### src/rtl/uart_tx_arbiter_if.sv
// Requester-side byte streams and TX FIFO write port of the UART transmit arbiter.
// The arbiter uses the slave modport; the requesters together with the FIFO use master.
interface uart_tx_arbiter_if #(
    parameter int N_REQ = 4,
    parameter int BIT   = 8
);
    logic [N_REQ-1:0]     req_valid;
    logic [N_REQ*BIT-1:0] req_data;
    logic [N_REQ-1:0]     req_last;
    logic [N_REQ-1:0]     req_ready;
    logic                 fifo_full;
    logic                 fifo_wr_en;
    logic [BIT-1:0]       fifo_data;

    modport master (
        output req_valid, req_data, req_last, fifo_full,
        input  req_ready, fifo_wr_en, fifo_data
    );

    modport slave (
        input  req_valid, req_data, req_last, fifo_full,
        output req_ready, fifo_wr_en, fifo_data
    );
endinterface

### src/rtl/uart_tx_arbiter.sv
// Round-robin, message-locked arbiter sharing one UART TX FIFO write port among N_REQ
// requesters. A grant is released on the last byte, at the burst cap or after an idle timeout.
module uart_tx_arbiter #(
    parameter int N_REQ     = 4,
    parameter int BIT       = 8,
    parameter int MAX_BURST = 16,
    parameter int IDLE_TO   = 32,
    localparam int GW       = (N_REQ > 1) ? $clog2(N_REQ) : 1
) (
    input  logic                clk,
    input  logic                reset_n,
    uart_tx_arbiter_if.slave    bus,
    output logic                busy,
    output logic [GW-1:0]       grant_id,
    output logic                rel_timeout,
    output logic                rel_burst
);

    typedef enum logic [0:0] {
        ST_IDLE   = 1'b0,
        ST_LOCKED = 1'b1
    } state_t;

    state_t         state_q, state_d;
    logic [GW-1:0]  grant_q, grant_d;
    logic [7:0]     burst_q, burst_d;
    logic [7:0]     idle_q, idle_d;
    logic           rel_to_q, rel_to_d;
    logic           rel_burst_q, rel_burst_d;

    logic           sel_valid_s;
    logic           sel_last_s;
    logic [BIT-1:0] sel_data_s;
    logic           xfer_s;
    logic [GW:0]    pick_s;
    logic [8:0]     burst_inc_s;
    logic [8:0]     idle_inc_s;
    logic [N_REQ-1:0] ready_s;
    logic           wr_en_s;
    logic [BIT-1:0] wr_data_s;

    // First valid requester after 'last' with wrap-around; MSB flags that one was found.
    function automatic logic [GW:0] rr_pick(input logic [N_REQ-1:0] valid,
                                            input logic [GW-1:0]    last);
        logic          found;
        logic [GW-1:0] pick;
        int            idx;
        found = 1'b0;
        pick  = last;
        for (int i = 1; i <= N_REQ; i++) begin
            idx = (int'(last) + i) % N_REQ;
            if (!found && valid[idx]) begin
                found = 1'b1;
                pick  = GW'(idx);
            end
        end
        return {found, pick};
    endfunction

    // Selected requester's lane and the transfer qualifier.
    always_comb begin
        sel_valid_s = bus.req_valid[grant_q];
        sel_last_s  = bus.req_last[grant_q];
        sel_data_s  = bus.req_data[int'(grant_q)*BIT +: BIT];
        xfer_s      = (state_q == ST_LOCKED) && sel_valid_s && !bus.fifo_full;
        pick_s      = rr_pick(bus.req_valid, grant_q);
        burst_inc_s = {1'b0, burst_q} + 9'd1;
        idle_inc_s  = {1'b0, idle_q} + 9'd1;
    end

    // Next-state, counters and release pulses.
    always_comb begin
        state_d     = state_q;
        grant_d     = grant_q;
        burst_d     = burst_q;
        idle_d      = idle_q;
        rel_to_d    = 1'b0;
        rel_burst_d = 1'b0;
        case (state_q)
            ST_IDLE: begin
                if (pick_s[GW]) begin
                    grant_d = pick_s[GW-1:0];
                    state_d = ST_LOCKED;
                    burst_d = 8'd0;
                    idle_d  = 8'd0;
                end else begin
                    state_d = ST_IDLE;
                end
            end
            ST_LOCKED: begin
                if (xfer_s) begin
                    burst_d = burst_inc_s[7:0];
                    idle_d  = 8'd0;
                    // A message end on the capped byte is an ordinary release, not a burst release.
                    if (sel_last_s) begin
                        state_d = ST_IDLE;
                    end else if (burst_inc_s == 9'(MAX_BURST)) begin
                        state_d     = ST_IDLE;
                        rel_burst_d = 1'b1;
                    end else begin
                        state_d = ST_LOCKED;
                    end
                end else if (!sel_valid_s) begin
                    idle_d = idle_inc_s[7:0];
                    if (idle_inc_s == 9'(IDLE_TO)) begin
                        state_d  = ST_IDLE;
                        rel_to_d = 1'b1;
                    end else begin
                        state_d = ST_LOCKED;
                    end
                end else begin
                    // Valid but FIFO full: stalled, no counter moves, so no timeout.
                    state_d = ST_LOCKED;
                end
            end
            default: begin
                state_d = ST_IDLE;
            end
        endcase
    end

    // FIFO handshake decoded from the registered grant only.
    always_comb begin
        ready_s   = '0;
        wr_en_s   = 1'b0;
        wr_data_s = '0;
        if (state_q == ST_LOCKED) begin
            ready_s[grant_q] = !bus.fifo_full;
            wr_en_s          = xfer_s;
            wr_data_s        = xfer_s ? sel_data_s : '0;
        end else begin
            wr_en_s = 1'b0;
        end
    end

    // State register; grant_q doubles as the last-grant pointer.
    always_ff @(posedge clk or negedge reset_n) begin
        if (!reset_n) begin
            state_q     <= ST_IDLE;
            grant_q     <= GW'(N_REQ - 1);
            burst_q     <= 8'd0;
            idle_q      <= 8'd0;
            rel_to_q    <= 1'b0;
            rel_burst_q <= 1'b0;
        end else begin
            state_q     <= state_d;
            grant_q     <= grant_d;
            burst_q     <= burst_d;
            idle_q      <= idle_d;
            rel_to_q    <= rel_to_d;
            rel_burst_q <= rel_burst_d;
        end
    end

    assign bus.req_ready  = ready_s;
    assign bus.fifo_wr_en = wr_en_s;
    assign bus.fifo_data  = wr_data_s;
    assign busy           = (state_q == ST_LOCKED);
    assign grant_id       = grant_q;
    assign rel_timeout    = rel_to_q;
    assign rel_burst      = rel_burst_q;

endmodule

### src/flat_wrapper.sv
// flat-port wrapper written by rule: the top's interface ports become plain ports
module uart_tx_arbiter_flat 
#(
    parameter int N_REQ     = 4,
    parameter int BIT       = 8,
    parameter int MAX_BURST = 16,
    parameter int IDLE_TO   = 32,
    localparam int GW       = (N_REQ > 1) ? $clog2(N_REQ) : 1
)
  (clk, reset_n, busy, grant_id, rel_timeout, rel_burst, bus_req_valid, bus_req_data, bus_req_last, bus_fifo_full, bus_req_ready, bus_fifo_wr_en, bus_fifo_data);
  uart_tx_arbiter_if #(.N_REQ(N_REQ), .BIT(BIT)) bus_i ();
  input  logic clk;
  input  logic reset_n;
  output logic busy;
  output logic [GW-1:0] grant_id;
  output logic rel_timeout;
  output logic rel_burst;
  input wire logic [$bits(bus_i.req_valid)-1:0] bus_req_valid;
  input wire logic [$bits(bus_i.req_data)-1:0] bus_req_data;
  input wire logic [$bits(bus_i.req_last)-1:0] bus_req_last;
  input wire logic [$bits(bus_i.fifo_full)-1:0] bus_fifo_full;
  output wire logic [$bits(bus_i.req_ready)-1:0] bus_req_ready;
  output wire logic [$bits(bus_i.fifo_wr_en)-1:0] bus_fifo_wr_en;
  output wire logic [$bits(bus_i.fifo_data)-1:0] bus_fifo_data;
  assign bus_i.req_valid = bus_req_valid;
  assign bus_i.req_data = bus_req_data;
  assign bus_i.req_last = bus_req_last;
  assign bus_i.fifo_full = bus_fifo_full;
  assign bus_req_ready = bus_i.req_ready;
  assign bus_fifo_wr_en = bus_i.fifo_wr_en;
  assign bus_fifo_data = bus_i.fifo_data;
  uart_tx_arbiter #(.N_REQ(N_REQ), .BIT(BIT), .MAX_BURST(MAX_BURST), .IDLE_TO(IDLE_TO)) u_core (.clk(clk), .reset_n(reset_n), .bus(bus_i), .busy(busy), .grant_id(grant_id), .rel_timeout(rel_timeout), .rel_burst(rel_burst));
endmodule
### config.mk
export PLATFORM = sky130hd
export DESIGN_NAME = uart_tx_arbiter_flat
export DESIGN_NICKNAME = d
export VERILOG_FILES = /design/src/rtl/uart_tx_arbiter_if.sv /design/src/rtl/uart_tx_arbiter.sv /design/src/flat_wrapper.sv
export SDC_FILE = /design/constraint.sdc
export NUM_CORES = 1
export LEC_CHECK = 0
export ABC_AREA = 1
export CAP_MARGIN = 20
export CORE_ASPECT_RATIO = 1.2
export CORE_MARGIN = 4
export CORE_UTILIZATION = 43
export CTS_BUF_LIST = sky130_fd_sc_hd__clkbuf_8
export DETAILED_ROUTE_END_ITERATION = 16
export PLACE_DENSITY = 0.79
export SLEW_MARGIN = 40
export SYNTH_ARGS = -nofsm -noshare
export SYNTH_HDL_FRONTEND = slang
export SYNTH_SLANG_ARGS = --single-unit
export TNS_END_PERCENT = 5
### constraint.sdc
create_clock -name clk -period 2.4 [get_ports clk]
set_clock_uncertainty 0.1 [all_clocks]
set_input_delay 0.6 -clock clk [delete_from_list [all_inputs] [get_ports clk]]
set_output_delay 0.6 -clock clk [all_outputs]
set_load 0.005 [all_outputs]
==> run_results.csv <==
group,metric,value,unit
status,outcome,"finished with violations",
status,violations,"negative setup slack",
cells_and_area,area_delta_synth_final,46.82,%
cells_and_area,layout_common_cells,"nand2_1, nor2_1, clkdlybuf4s50_1, nand3_1, nand4_1",
sta,fin_crit_sh,101.3,%
grt,grt_start_max_net_pins,22,
cells_and_area,instances_no_fill,426,
sta,post-route-min-period,2.431,ns
drt,drt_pre_antenna_iters,4,
place,place_hpwl,3862,microns
place,port_buffers,60,
worst_setup_path,crit_arrival,1.73,ns
logic_synthesis,avgSynthCellArea,6.163,sq um
worst_setup_path,slowest_stage,"dfstp_2",
floorplan,io_pins,61,
logic_synthesis,syn-num-nets,346,
clock_tree,worstSkewPairLatency,0.26,ns
clock_tree,root_buffer,"clkbuf_8",
cells_and_area,diodes,0,
drt,drt-initial-drc-count,176,
logic_synthesis,ys_top_cells_by_area,"dfrtp_1, nand2_1, nor2_1",
clock_tree,cts_buffers,3,
cells_and_area,final_common_cell,"nand2_1",
worst_setup_path,end_kind,"output port",
worst_setup_path,crit_top_cell,"nand2_2",
job,drv_cap,0,
sta,setup_tns,-0.03190,ns
worst_setup_path,required,1.70,ns
floorplan,num_rows,25,
logic_synthesis,ys_ff_latch,21,
logic_synthesis,netlist.area_leader.share,25.97,%
sta,setup_violations,2,
worst_setup_path,crit_path_max_incr_delay,0.61,ns
sta,worst_pin_slew,0.3279,ns
sta,setup_ws,-0.03107,ns
power_and_ir_drop,vdd_drop_max,0.0005228,V
worst_setup_path,start_kind,"register",
worst_setup_path,critPathKind,"register to output port",
grt,grt_pass1_vias,2051,
drt,wl_per_cell,12.21,microns
drt,ant_nets,0,
place,place_ws,-0.4832,ns
drt,wirelength,5202,microns
logic_synthesis,syn-cell-area,1831,sq um
grt,antenna_found_initial,0,
worst_setup_path,crit_fanout,8,
sta,max_clock_freq,411.3,MHz
logic_synthesis,ys_types,30,
floorplan,fp.dieArea,5369,sq um
sta,max-slew-margin-rel,78.12,%
clock_tree,cts_tree,"built",
drt,drc,0,
clock_tree,cts.sinks,21,
sta,rsz0062_at_grt,"yes",
grt,grt_overflow,0,
cells_and_area,multi_input_area,1199,sq um
drt,vias_per_cell,5.106,
logic_synthesis,synthCells,297,
cells_and_area,layout.nets,422,
place,gp_congestion,0.8275,
clock_tree,htreeDepth,1,
cells_and_area,ff_latch_area,528.0,sq um
place,dp_cells,413,
power_and_ir_drop,finalPower,2474,uW
clock_tree,cts_hold_buf,0,
cells_and_area,fillers,362,
floorplan,dieHeight,79.47,microns
floorplan,core-area,4035,sq um
grt,grt_pass1_wl,8818,microns
floorplan,die_w,67.56,microns
drt,vias,2175,
clock_tree,path_clk_slew,0.08,ns
logic_synthesis,synthesis.yosys.warnings,0,
cells_and_area,drive_above_1_share,17.47,%
grt,grt_usage,20.66,%
floorplan,start_util,45.36,%
power_and_ir_drop,power.leakage,0.001346,uW
sta,report.final.hold_viol_count,0,
min_path,hp-class,"register to register",
clock_tree,cts_buffer_depth,2,
sta,maxSlewViolCount,0,
logic_synthesis,yosysTopAreaCell,"dfrtp_1",
worst_setup_path,reg2reg_slack,0.21,ns
logic_synthesis,yosysSeqAreaShare,28.84,%
power_and_ir_drop,p_per_area,920.6,nW/um^2
worst_setup_path,path_cells,"inv_2 -> nand2_2 -> nand3_2 -> nand2_2 -> nor2_4 -> buf_4 -> buf_6 -> clkdlybuf4s15_2",
timing repair:
action	CTS	global route
pin swaps	6	1
buffers inserted	6	3
setup endpoints to repair	13	12
gates resized for setup	54	13
path summary, 6_finish.rpt:
check	from	endpoint	depth (start not counted)
hold reg to reg	u_core.burst_q[5]$_DFFE_PN0P_	u_core.burst_q[5]$_DFFE_PN0P_	2
hold / removal	u_core.burst_q[5]$_DFFE_PN0P_	u_core.burst_q[5]$_DFFE_PN0P_	2
setup / recovery	u_core.grant_id[0]$_DFFE_PN1P_	bus_fifo_wr_en	8
max in group asynchronous	reset_n	u_core.grant_id[1]$_DFFE_PN1P_	2
setup reg to reg	u_core.grant_id[0]$_DFFE_PN1P_	u_core.burst_q[1]$_DFFE_PN0P_	9
min in group asynchronous	reset_n	u_core.burst_q[6]$_DFFE_PN0P_	2
per-stage QoR:
step	utilization (%)	instance area (sq um)	hold WS, ns
global route	66.60	2688	0.4687
floorplan	-	1831	0.2044
finish	66.60	2688	0.4507
detailed placement	63.10	2546	0.4090
CTS	65.09	2626	0.4047
global placement	63.10	2546	0.4008
synth_stat cells (all sizes together):
library cell and count:
nand2 93, nor2 55, inv 24, nand3 23, o21ai 22, nand4 20
dfrtp 19, a21oi 9, clkbuf 7, ha 6, buf 5, and2 2
dfstp 2, o21bai 2, or2 2, a32o 1, nand3b 1, o21a 1
or4 1, xnor2 1, xor2 1
kinds of logic (layout without fill, tap and decap cells):
| family | count (synthesis) | after routing | synth area share (%) |
|---|---|---|---|
| AO/OA/AOI/OAI | 35 | 35 | 10.46 |
| flip-flops | 21 | 21 | 28.85 |
| buffers and inverters | 36 | 111 | 8.066 |
| XOR/XNOR | 2 | 2 | 0.9571 |
| AND/OR/NAND/NOR | 197 | 197 | 47.57 |
| adder cells (fa/ha/maj) | 6 | 6 | 4.101 |
per-layer routing:
metal | share of wire, % | vias to the layer above | track usage [%] | routed length (microns)
met3 | 9.0 | 9 | 6.197 | 469
met4 | 1.4 | 0 | 5.477 | 72
met5 | 0 | - | 0 | 0
met2 | 49 | 79 | 36.12 | 2526
li1 | - | 1118 | - | -
met1 | 41 | 969 | 23.87 | 2133
worst max-delay path, delay by kind of cell, from the launching register on:
| family | cells | cell delay (ns) |
|---|---|---|
| and+or+nand+nor | 4 | 0.34 |
| DFF | 1 | 0.61 |
| buffers and inverters | 4 | 0.52 |
report_power, final:
| part | internal, uW | switching [uW] |
|---|---|---|
| Sequential | 431 | 94.7 |
| Clock | 116 | 120 |
| Combinational | 744 | 970 |
| Total | 1290 | 1180 |
cell type report:
class                      instances  area share (%)
clock buffer                       3           1.536
inverter                          24           3.631
clock inverter                     1          0.1862
multi-input combinational        240           44.60
sequential                        21           19.65
tap                               54           2.514
timing repair buffer              83           27.89
registers in the layout, indices dropped and copies added, names as in the netlist:
signal,flops
u_core.idle_q,8
u_core.busy,1
u_core.grant_id,2
u_core.burst_q,8
u_core.rel_burst,1
u_core.rel_timeout,1
No activity file was read; power rests on OpenSTA's default activity.
